--- src/rtl/regfile_wb_arbiter_pkg.sv ---
// Shared types and constants for the register-file writeback arbiter.
// Holds the arbiter state, the write-request payload and the field widths.
package regfile_wb_arbiter_pkg;

  localparam int unsigned ADDR_W = 5;
  localparam int unsigned BE_W   = 4;
  localparam int unsigned DATA_W = 32;
  localparam int unsigned CNT_W  = 4;

  localparam logic [ADDR_W-1:0] REG_ZERO = 5'd0;

  typedef enum logic {
    NORMAL = 1'b0,
    FORCE1 = 1'b1
  } arb_state_e;

  typedef struct packed {
    logic [ADDR_W-1:0] addr;
    logic [BE_W-1:0]   be;
    logic [DATA_W-1:0] data;
  } wb_req_t;

  // Writes to the hard-wired zero register are accepted but must not write.
  function automatic wb_req_t to_write(input wb_req_t req);
    wb_req_t w;
    w = req;
    if (req.addr == REG_ZERO) w.be = '0;
    return w;
  endfunction

endpackage

--- src/rtl/regfile_wb_arbiter_if.sv ---
// Bundle of the two writeback ports, the register-file write port and the hazard query.
// slave = arbiter side, master = pipeline/regfile side.
interface regfile_wb_arbiter_if;
  import regfile_wb_arbiter_pkg::*;

  logic              wb0_valid;
  logic              wb0_ready;
  logic [ADDR_W-1:0] wb0_addr;
  logic [BE_W-1:0]   wb0_be;
  logic [DATA_W-1:0] wb0_data;

  logic              wb1_valid;
  logic              wb1_ready;
  logic [ADDR_W-1:0] wb1_addr;
  logic [BE_W-1:0]   wb1_be;
  logic [DATA_W-1:0] wb1_data;

  logic [ADDR_W-1:0] Rd_addr;
  logic [BE_W-1:0]   Rd_write_byte_en;
  logic [DATA_W-1:0] Rd_in;

  logic [ADDR_W-1:0] pend_addr;
  logic              pend_hit;

  modport slave (
    input  wb0_valid, wb0_addr, wb0_be, wb0_data,
    output wb0_ready,
    input  wb1_valid, wb1_addr, wb1_be, wb1_data,
    output wb1_ready,
    output Rd_addr, Rd_write_byte_en, Rd_in,
    input  pend_addr,
    output pend_hit
  );

  modport master (
    output wb0_valid, wb0_addr, wb0_be, wb0_data,
    input  wb0_ready,
    output wb1_valid, wb1_addr, wb1_be, wb1_data,
    input  wb1_ready,
    input  Rd_addr, Rd_write_byte_en, Rd_in,
    output pend_addr,
    input  pend_hit
  );

endinterface

--- src/rtl/regfile_wb_arbiter_wb_fifo2.sv ---
// Two-entry synchronous FIFO for port-1 write requests.
// Both slots are exposed with per-slot valid bits so the parent can run hazard compares.
module wb_fifo2
  import regfile_wb_arbiter_pkg::*;
(
  input  logic    i_clk,
  input  logic    i_rst,
  input  logic    i_push,
  input  wb_req_t i_push_data,
  input  logic    i_pop,
  output wb_req_t o_head,
  output logic    o_full,
  output logic    o_empty,
  output wb_req_t o_ent0,
  output wb_req_t o_ent1,
  output logic [1:0] o_ent_vld
);

  wb_req_t    r_mem [2];
  logic       r_wptr;
  logic       r_rptr;
  logic [1:0] r_count;

  logic w_push;
  logic w_pop;

  assign o_full  = (r_count == 2'd2);
  assign o_empty = (r_count == 2'd0);
  assign w_push  = i_push && !o_full;
  assign w_pop   = i_pop && !o_empty;

  assign o_head = r_mem[r_rptr];
  assign o_ent0 = r_mem[0];
  assign o_ent1 = r_mem[1];

  // A slot holds live data when the FIFO is full, or it is the head of a single entry.
  assign o_ent_vld[0] = o_full || ((r_count == 2'd1) && (r_rptr == 1'b0));
  assign o_ent_vld[1] = o_full || ((r_count == 2'd1) && (r_rptr == 1'b1));

  always_ff @(posedge i_clk) begin
    if (i_rst) begin
      r_wptr  <= 1'b0;
      r_rptr  <= 1'b0;
      r_count <= 2'd0;
    end else begin
      if (w_push) begin
        r_mem[r_wptr] <= i_push_data;
        r_wptr        <= ~r_wptr;
      end
      if (w_pop) r_rptr <= ~r_rptr;
      case ({w_push, w_pop})
        2'b10:   r_count <= r_count + 2'd1;
        2'b01:   r_count <= r_count - 2'd1;
        default: r_count <= r_count;
      endcase
    end
  end

endmodule

--- src/rtl/regfile_wb_arbiter.sv ---
// Arbitrates pipeline (port 0) and multi-cycle-unit (port 1) writebacks onto one
// register-file write port; port 0 has priority, port 1 is queued and anti-starved.
module regfile_wb_arbiter
  import regfile_wb_arbiter_pkg::*;
#(
  parameter int unsigned STARVE_LIMIT = 4
) (
  input logic                  Clk,
  input logic                  Rst,
  regfile_wb_arbiter_if.slave  bus
);

  localparam logic [CNT_W-1:0] STARVE_LIM = CNT_W'(STARVE_LIMIT);

  arb_state_e       r_state;
  logic [CNT_W-1:0] r_starve_cnt;
  wb_req_t          r_rd;

  wb_req_t    w_req0;
  wb_req_t    w_req1;
  wb_req_t    w_head;
  wb_req_t    w_ent0;
  wb_req_t    w_ent1;
  logic [1:0] w_ent_vld;
  logic       w_full;
  logic       w_empty;
  logic       w_push;
  logic       w_grant0;
  logic       w_grant1;
  logic       w_hit0;
  logic       w_hit1;

  assign w_req0 = '{addr: bus.wb0_addr, be: bus.wb0_be, data: bus.wb0_data};
  assign w_req1 = '{addr: bus.wb1_addr, be: bus.wb1_be, data: bus.wb1_data};

  // Readies come from registered state only; reset forces both low.
  assign bus.wb0_ready = !Rst && (r_state == NORMAL);
  assign bus.wb1_ready = !Rst && !w_full;

  assign w_push   = bus.wb1_valid && bus.wb1_ready;
  assign w_grant0 = bus.wb0_valid && bus.wb0_ready;
  assign w_grant1 = !Rst && !w_empty && ((r_state == FORCE1) || !bus.wb0_valid);

  wb_fifo2 u_fifo (
    .i_clk       (Clk),
    .i_rst       (Rst),
    .i_push      (w_push),
    .i_push_data (w_req1),
    .i_pop       (w_grant1),
    .o_head      (w_head),
    .o_full      (w_full),
    .o_empty     (w_empty),
    .o_ent0      (w_ent0),
    .o_ent1      (w_ent1),
    .o_ent_vld   (w_ent_vld)
  );

  // Hazard query: any live queued entry that will actually write pend_addr.
  assign w_hit0 = w_ent_vld[0] && (w_ent0.addr == bus.pend_addr) && (w_ent0.be != '0);
  assign w_hit1 = w_ent_vld[1] && (w_ent1.addr == bus.pend_addr) && (w_ent1.be != '0);
  assign bus.pend_hit = !Rst && (bus.pend_addr != REG_ZERO) && (w_hit0 || w_hit1);

  assign bus.Rd_addr          = r_rd.addr;
  assign bus.Rd_write_byte_en = r_rd.be;
  assign bus.Rd_in            = r_rd.data;

  always_ff @(posedge Clk) begin
    if (Rst) begin
      r_state      <= NORMAL;
      r_starve_cnt <= '0;
      r_rd         <= '0;
    end else begin
      if (w_grant0)      r_rd <= to_write(w_req0);
      else if (w_grant1) r_rd <= to_write(w_head);
      else               r_rd <= '0;

      case (r_state)
        NORMAL: begin
          if (w_empty || w_grant1) begin
            r_starve_cnt <= '0;
          end else if ((r_starve_cnt + 1'b1) == STARVE_LIM) begin
            r_state      <= FORCE1;
            r_starve_cnt <= '0;
          end else begin
            r_starve_cnt <= r_starve_cnt + 1'b1;
          end
        end
        FORCE1: begin
          r_state      <= NORMAL;
          r_starve_cnt <= '0;
        end
        default: begin
          r_state      <= NORMAL;
          r_starve_cnt <= '0;
        end
      endcase
    end
  end

endmodule

--- src/flat_wrapper.sv ---
// flat-port wrapper written by rule: the top's interface ports become plain ports
module regfile_wb_arbiter_flat import regfile_wb_arbiter_pkg::*;
#(
  parameter int unsigned STARVE_LIMIT = 4
)
  (Clk, Rst, bus_wb0_valid, bus_wb0_addr, bus_wb0_be, bus_wb0_data, bus_wb0_ready, bus_wb1_valid, bus_wb1_addr, bus_wb1_be, bus_wb1_data, bus_wb1_ready, bus_Rd_addr, bus_Rd_write_byte_en, bus_Rd_in, bus_pend_addr, bus_pend_hit);
  regfile_wb_arbiter_if bus_i ();
  input logic Clk;
  input logic Rst;
  input wire logic [$bits(bus_i.wb0_valid)-1:0] bus_wb0_valid;
  input wire logic [$bits(bus_i.wb0_addr)-1:0] bus_wb0_addr;
  input wire logic [$bits(bus_i.wb0_be)-1:0] bus_wb0_be;
  input wire logic [$bits(bus_i.wb0_data)-1:0] bus_wb0_data;
  output wire logic [$bits(bus_i.wb0_ready)-1:0] bus_wb0_ready;
  input wire logic [$bits(bus_i.wb1_valid)-1:0] bus_wb1_valid;
  input wire logic [$bits(bus_i.wb1_addr)-1:0] bus_wb1_addr;
  input wire logic [$bits(bus_i.wb1_be)-1:0] bus_wb1_be;
  input wire logic [$bits(bus_i.wb1_data)-1:0] bus_wb1_data;
  output wire logic [$bits(bus_i.wb1_ready)-1:0] bus_wb1_ready;
  output wire logic [$bits(bus_i.Rd_addr)-1:0] bus_Rd_addr;
  output wire logic [$bits(bus_i.Rd_write_byte_en)-1:0] bus_Rd_write_byte_en;
  output wire logic [$bits(bus_i.Rd_in)-1:0] bus_Rd_in;
  input wire logic [$bits(bus_i.pend_addr)-1:0] bus_pend_addr;
  output wire logic [$bits(bus_i.pend_hit)-1:0] bus_pend_hit;
  assign bus_i.wb0_valid = bus_wb0_valid;
  assign bus_i.wb0_addr = bus_wb0_addr;
  assign bus_i.wb0_be = bus_wb0_be;
  assign bus_i.wb0_data = bus_wb0_data;
  assign bus_wb0_ready = bus_i.wb0_ready;
  assign bus_i.wb1_valid = bus_wb1_valid;
  assign bus_i.wb1_addr = bus_wb1_addr;
  assign bus_i.wb1_be = bus_wb1_be;
  assign bus_i.wb1_data = bus_wb1_data;
  assign bus_wb1_ready = bus_i.wb1_ready;
  assign bus_Rd_addr = bus_i.Rd_addr;
  assign bus_Rd_write_byte_en = bus_i.Rd_write_byte_en;
  assign bus_Rd_in = bus_i.Rd_in;
  assign bus_i.pend_addr = bus_pend_addr;
  assign bus_pend_hit = bus_i.pend_hit;
  regfile_wb_arbiter #(.STARVE_LIMIT(STARVE_LIMIT)) u_core (.Clk(Clk), .Rst(Rst), .bus(bus_i));
endmodule
--- config.mk ---
export PLATFORM = sky130hd
export DESIGN_NAME = regfile_wb_arbiter_flat
export DESIGN_NICKNAME = d
export VERILOG_FILES = /design/src/rtl/regfile_wb_arbiter_pkg.sv /design/src/rtl/regfile_wb_arbiter_if.sv /design/src/rtl/regfile_wb_arbiter_wb_fifo2.sv /design/src/rtl/regfile_wb_arbiter.sv /design/src/flat_wrapper.sv
export SDC_FILE = /design/constraint.sdc
export NUM_CORES = 1
export LEC_CHECK = 0
export BUFFER_PORTS_ARGS = -buffer_cell sky130_fd_sc_hd__buf_4
export CORE_UTILIZATION = 30
export DETAILED_ROUTE_END_ITERATION = 16
export GPL_ROUTABILITY_DRIVEN = 0
export MAX_ROUTING_LAYER = met4
export PLACE_DENSITY = 0.56
export SLEW_MARGIN = 0
export SYNTH_ARGS = -nofsm -noshare
export SYNTH_HDL_FRONTEND = slang
export SYNTH_SLANG_ARGS = --single-unit
export TNS_END_PERCENT = 1
--- constraint.sdc ---
create_clock -name Clk -period 3 [get_ports Clk]
set_clock_uncertainty 0.05 [all_clocks]
set_input_delay 0.45 -clock Clk [delete_from_list [all_inputs] [get_ports Clk]]
set_output_delay 0.45 -clock Clk [all_outputs]
set_load 0.01 [all_outputs]
# After elaboration in Yosys (flattened, before gate mapping)
# Memories as Yosys holds them, arrays and structs flattened. A register that Yosys moved wholly into a read port is not among the register bits.
# Index checks and enable logic that the tools add are counted.
[totals]
register_bits = 50
ramBits = 82
wordCells = 70
n_memories = 1
[memory_table]
columns = ["memory", "words", "word_bits", "rd", "rd_clocked_by_memory_dff", "wr", "line", "text"]
rows = [
  ["u_core.u_fifo.r_mem", 2, 41, 3, 1, 1, "regfile_wb_arbiter_wb_fifo2.sv:19", "wb_req_t r_mem [2];"],
]
[classes]
addsub = 3
eq_ne = 7
mux = 16
n_bitwise = 3
reduce_logical = 32
[op_table]
columns = ["cell", "n"]
rows = [
  ["two-way mux 41 bit", 2],
  ["logical AND 1 bit", 16],
  ["two-way mux 4 bit", 4],
  ["== test 5 bit", 2],
  ["logical NOT 5 bit", 2],
  ["case mux 4 bit (2 select lines)", 1],
  ["nonzero test 4 bit", 2],
  ["two-way mux 1 bit", 7],
  ["logical OR 1 bit", 5],
  ["nonzero test 5 bit", 1],
  ["adder 4 x 1 -> 4 bit, second input constant", 1],
  ["== test 2 x 1 -> 1 bit, second input constant", 2],
  ["== test 2 bit, second input constant", 2],
  ["== test 4 x 3 -> 1 bit, second input constant", 1],
  ["logical NOT 1 bit", 4],
  ["case mux 2 bit (2 select lines)", 1],
  ["inverter 1 bit", 3],
  ["adder 2 x 1 -> 2 bit, second input constant", 1],
  ["logical NOT 2 bit", 1],
  ["case mux 1 bit (2 select lines)", 1],
  ["nonzero test 2 bit", 1],
  ["subtractor 2 x 1 -> 2 bit, second input constant", 1],
]

# Depth between registers and ports, before layout
[depth]
depth_word = 8
mapped_depth = 10

# Hierarchy
# Synthesis repeated with hierarchy kept, for this count alone.
[hier_totals]
hier_cells = 296
hier_area_um2 = 5066.1
[by_module_without_submodules]
columns = ["module", "n_inst", "cells_each", "area_per_inst_um2"]
rows = [
  ["wb_fifo2", 1, 156, 3428.3],
  ["regfile_wb_arbiter", 1, 140, 1637.8],
]

# Least setup slack after synthesis
# Ideal clock, no wire load.
[synth_timing]
kind = "input to register"
from = "input Rst"
to = "memory u_core.u_fifo.r_mem[0][0] (netlist bit) (enable)"
setup_ps = 439
arrival_time_ps = 2743
t_required_ps = 2511
setup_slack_ps = -233
cell_stages = 4
path_cell_list = "buf_2 > nor2_1 > nand2_1 > nor2_1"
[synth_between]
elab_chain_len = 7
[synth_lines]
columns = ["item", "line", "text"]
rows = [
  ["start: declaration", "flat_wrapper.sv:9", "input logic Rst;"],
  ["logical NOT 1 bit", "regfile_wb_arbiter.sv:38", "assign bus.wb1_ready = !Rst && !w_full;"],
  ["logical AND 1 bit", "regfile_wb_arbiter.sv:38", ""],
  ["named net bus_wb1_ready", "flat_wrapper.sv:19", "output wire logic [$bits(bus_i.wb1_ready)-1:0] bus_wb1_ready;"],
  ["logical AND 1 bit", "regfile_wb_arbiter.sv:40", "assign w_push = bus.wb1_valid && bus.wb1_ready;"],
  ["logical AND 1 bit", "regfile_wb_arbiter_wb_fifo2.sv:29", "assign w_push = i_push && !o_full;"],
  ["two-way mux 1 bit", "regfile_wb_arbiter_wb_fifo2.sv:46", "if (w_push) begin"],
  ["two-way mux 1 bit", "regfile_wb_arbiter_wb_fifo2.sv:41", "if (i_rst) begin"],
  ["two-way mux 1 bit (implied by the code)", "regfile_wb_arbiter_wb_fifo2.sv:47", "r_mem[r_wptr] <= i_push_data;"],
  ["end: declaration", "regfile_wb_arbiter_wb_fifo2.sv:19", ""],
]
# The timed path passes the listed nets, and every way through them passes these cells.

# Worst setup path in the final report
[layout_timing]
from = "register u_core.u_fifo.r_count[1]"
to = "output bus_pend_hit"
[layout_between]
elab_chain_len = 7
word_cells_on_any_way = 12
cone_classes = "eq/ne (2); reduce/logical (10)"
[layout_lines]
columns = ["item", "line", "text"]
rows = [
  ["start: declaration", "regfile_wb_arbiter_wb_fifo2.sv:22", "logic [1:0] r_count;"],
  ["start signal: assignment", "regfile_wb_arbiter_wb_fifo2.sv:52", "2'b10: r_count <= r_count + 2'd1;"],
  ["start signal: assignment", "regfile_wb_arbiter_wb_fifo2.sv:53", "2'b01: r_count <= r_count - 2'd1;"],
  ["start signal: assignment", "regfile_wb_arbiter_wb_fifo2.sv:54", "default: r_count <= r_count;"],
  ["== test 2 x 1 -> 1 bit", "regfile_wb_arbiter_wb_fifo2.sv:37, regfile_wb_arbiter_wb_fifo2.sv:38", ""],
  ["logical AND 1 bit, on equally long branches", "regfile_wb_arbiter_wb_fifo2.sv:37, regfile_wb_arbiter_wb_fifo2.sv:38", ""],
  ["logical OR 1 bit, on equally long branches", "regfile_wb_arbiter_wb_fifo2.sv:37, regfile_wb_arbiter_wb_fifo2.sv:38", ""],
  ["logical AND 1 bit, on equally long branches (2 in series)", "regfile_wb_arbiter.sv:59, regfile_wb_arbiter.sv:60", ""],
  ["logical OR 1 bit *", "regfile_wb_arbiter.sv:61", "assign bus.pend_hit = !Rst && (bus.pend_addr != REG_ZERO) && (w_hit0 || w_hit1);"],
  ["logical AND 1 bit *", "regfile_wb_arbiter.sv:61", ""],
  ["end: declaration", "flat_wrapper.sv:24", "output wire logic [$bits(bus_i.pend_hit)-1:0] bus_pend_hit;"],
]
# Every way passes the cells marked *; elsewhere a longest branch is shown, timed or not.

==> metrics.cfg <==
[floorplan]
core.rowCount = 45
core_um2 = 15400
die_width_um = 129
initial_core_util_pct = 31.1
dieArea_um2 = 16500
die_y_um = 129
top_level_ports = 135

[power]
vdd_drop_max_mv = 0.380
pwr_density_cell_nw_per_um2 = 716
power_leakage_nw = 2.58
report.power.total_mw = 4.84

[synth]
synth_cell_type_count = 34
ys_seq_elements = 133
syn-cell-area_um2 = 4800
syn-num-nets = 431
netlist.area_leader.share_pct = 51.3
post_synth_inst_count = 335
synth.yosys.seq_area_share_pct = 72.6
synth.avg_cell_area_um2 = 14.3
synth_top_cells_by_area = edfxtp_1 51%, dfxtp_1 21%, mux2i_1 8.5%
synth_warnings = 0
synth_largest_area_cell = edfxtp_1

[run_status]
status = completed

[sta]
slew-limit-headroom_pct = 52.5
tns_ns = 0
setup-violations-final = 0
final_hold_viol_count = 0
period_share_pct = 89.9
period_needed_ns = 2.70
final-max-slew-violation-count = 0
maxClockFrequency_ghz = 0.371
unrepaired_setup_endpoints_after_global_routing = no
tightestPinTransition_ns = 0.711
final.setup.worst_slack_ns = 0.303

[route]
routed_wl_um = 10500
wl_per_cell_um = 14.9
first_pass_iteration_count_of_the_detailed_router = 4
postRouteAntennaNets = 0
detail_route.drc_violations = 0
avg_vias_per_cell = 4.31
routed-via-count = 3034
dr.first_iter.drc_count = 127

[global_routing]
grt_usage_pct = 14.3
via_count_of_the_first_global_routing_pass = 3247
maximum_number_of_pins_on_one_net_before_global_route_repair = 38
top_usage_layer = met2
globalRoute.totalOverflow = 0
grt_use_met2_pct = 23.0
grtUsageMet1_pct = 16.2
number_of_antenna_violations_at_the_first_check_in_global_routing = 0
met3_usage_pct = 4.66
grt_first_pass_wirelength_um = 16700

[worst_setup_path]
critical-path-top-delay-family = simple AND/OR/NAND/NOR gates
cp_slowest_stage_delay_ns = 0.54
critical_path.cell_chain = inv_1, ha_1, nor2b_1, o2111ai_1, or4_1, a221oi_2, buf_4
timing_worst_setup_path_type = reg -> out
timing.critical_path.fanout_max = 3
worstPathBufferInverterCount = 2
worst_setup_path_start_kind = register
critical_path_required_ns = 2.50
critPathCaptureType = primary output
worst-endpoint-arrival_ns = 2.20
critical_path.slowest_cell = or4_1

[job]
max_cap_viol = 0

[cts]
ctsRootBufferMaster = clkbuf_16
numCtsBuffers = 17
clkTransAtPathRegs_ns = 0.06
post_cts.resized_instances = 0
post_cts_buffers = 0
clock_tree.buffer_depth = 2
tritoncts_clock_tree = built
clock_latency_ns = 0.42
ctsHoldBuffers = 0
cts-htree-levels = 4
cts_sinks = 133

[cells_and_area]
drive_above_1_share_pct = 36.3
antenna-diode-count = 0
areaGrowthSynthToFinish_pct = 40.7
commonest_non_fill_non_tap_cell_in_the_layout = buf_4
num-nets-final = 576
finish.utilization_pct = 43.8
most-common-layout-cells = 138 x buf_4, 82 x edfxtp_1, 50 x dfxtp_1
finalInstanceArea_um2 = 6760

[placed_design]
dpl-instance-area_um2 = 6100
dp_slack_ns = 0.699
portBuffers = 134
dp.final_hpwl_um = 7310

[hold_path]
hold_path_class = in -> reg

state kept, by name, summed over array words and instances, names as in the netlist, named ones only:
signal / cells
u_core.u_fifo.r_wptr: 1
u_core.bus.Rd_in: 32
u_core.r_state: 1
u_core.u_fifo.r_rptr: 1
u_core.u_fifo.r_count: 2
u_core.bus.Rd_addr: 5
u_core.bus.Rd_write_byte_en: 4
u_core.u_fifo.r_mem: 82
u_core.r_starve_cnt: 4
layout make-up:
cell class,instances,area (um2)
fillers,1457,8670
clock inverters,8,103
well taps,211,264
clock buffers,24,557
multi-input cells,185,1260
repair buffers,140,1080
inverters,3,11.3
flip-flops and latches,133,3480
synthesized netlist by cell type:
| cell type | n |
|---|---|
| edfxtp_1 | 82 |
| dfxtp_1 | 51 |
| nand2_1 | 42 |
| mux2i_1 | 41 |
| o21ai_0 | 34 |
| nor2_1 | 15 |
| xor2_1 | 8 |
| buf_2 | 7 |
| clkbuf_1 | 6 |
| ha_1 | 5 |
| xnor2_1 | 5 |
| nor4_1 | 4 |
| o2bb2ai_1 | 4 |
| o21ai_1 | 3 |
| or4_1 | 3 |
| a21oi_1 | 2 |
| inv_1 | 2 |
| nand2b_1 | 2 |
| nand3_1 | 2 |
| nand3b_1 | 2 |
| nor2b_1 | 2 |
| a211oi_1 | 1 |
| a221oi_2 | 1 |
| and3_1 | 1 |
| and4_1 | 1 |
| buf_1 | 1 |
| inv_2 | 1 |
| nand4_1 | 1 |
| nor3_1 | 1 |
| nor3b_1 | 1 |
| o2111ai_1 | 1 |
| o21a_1 | 1 |
| xnor2_2 | 1 |
| xor2_4 | 1 |
stage by stage:
stage                     cells  hold slack [ns]
after CTS                   704            0.136
after global routing        704            0.142
after floorplan             335            0.378
after global placement      672            0.388
after detailed placement    672            0.422
final                       704            0.164
report_power, final:
part | internal (mW) | switching [mW]
Sequential | 2.07 | 0.0562
Clock | 1.47 | 0.766
Combinational | 0.245 | 0.230
Total | 3.78 | 1.05
routing by layer:
layer / up-vias / routed length [um]
met1: 1435 / 4490
met5: - / 0
li1: 1506 / -
met2: 78 / 5290
met3: 15 / 588
met4: 0 / 157
cell families (layout without fill, tap and decap cells):
kind of cell | after synthesis | count (layout) | synth area share [%]
DFF | 133 | 133 | 72.6
and+or+nand+nor | 77 | 77 | 7.19
AOI/OAI and AO/OA | 47 | 47 | 5.60
muxes | 41 | 41 | 8.55
buffers and inverters | 17 | 175 | 1.51
xor gates and xnor gates | 15 | 15 | 3.28
adders and majority gates | 5 | 5 | 1.30
final timing paths:
path,startpoint,endpoint,slack [ns],cells after the start
max reg2reg,u_core.u_fifo.r_count[0],u_core.u_fifo.r_mem[1][14],0.94,5
min,bus_wb1_data[5],u_core.u_fifo.r_mem[0][5],0.16,1
min reg2reg,u_core.r_starve_cnt[0],u_core.r_starve_cnt[0],0.42,1
max,u_core.u_fifo.r_count[1],bus_pend_hit,0.30,7
(Power assumes the default switching activity.)
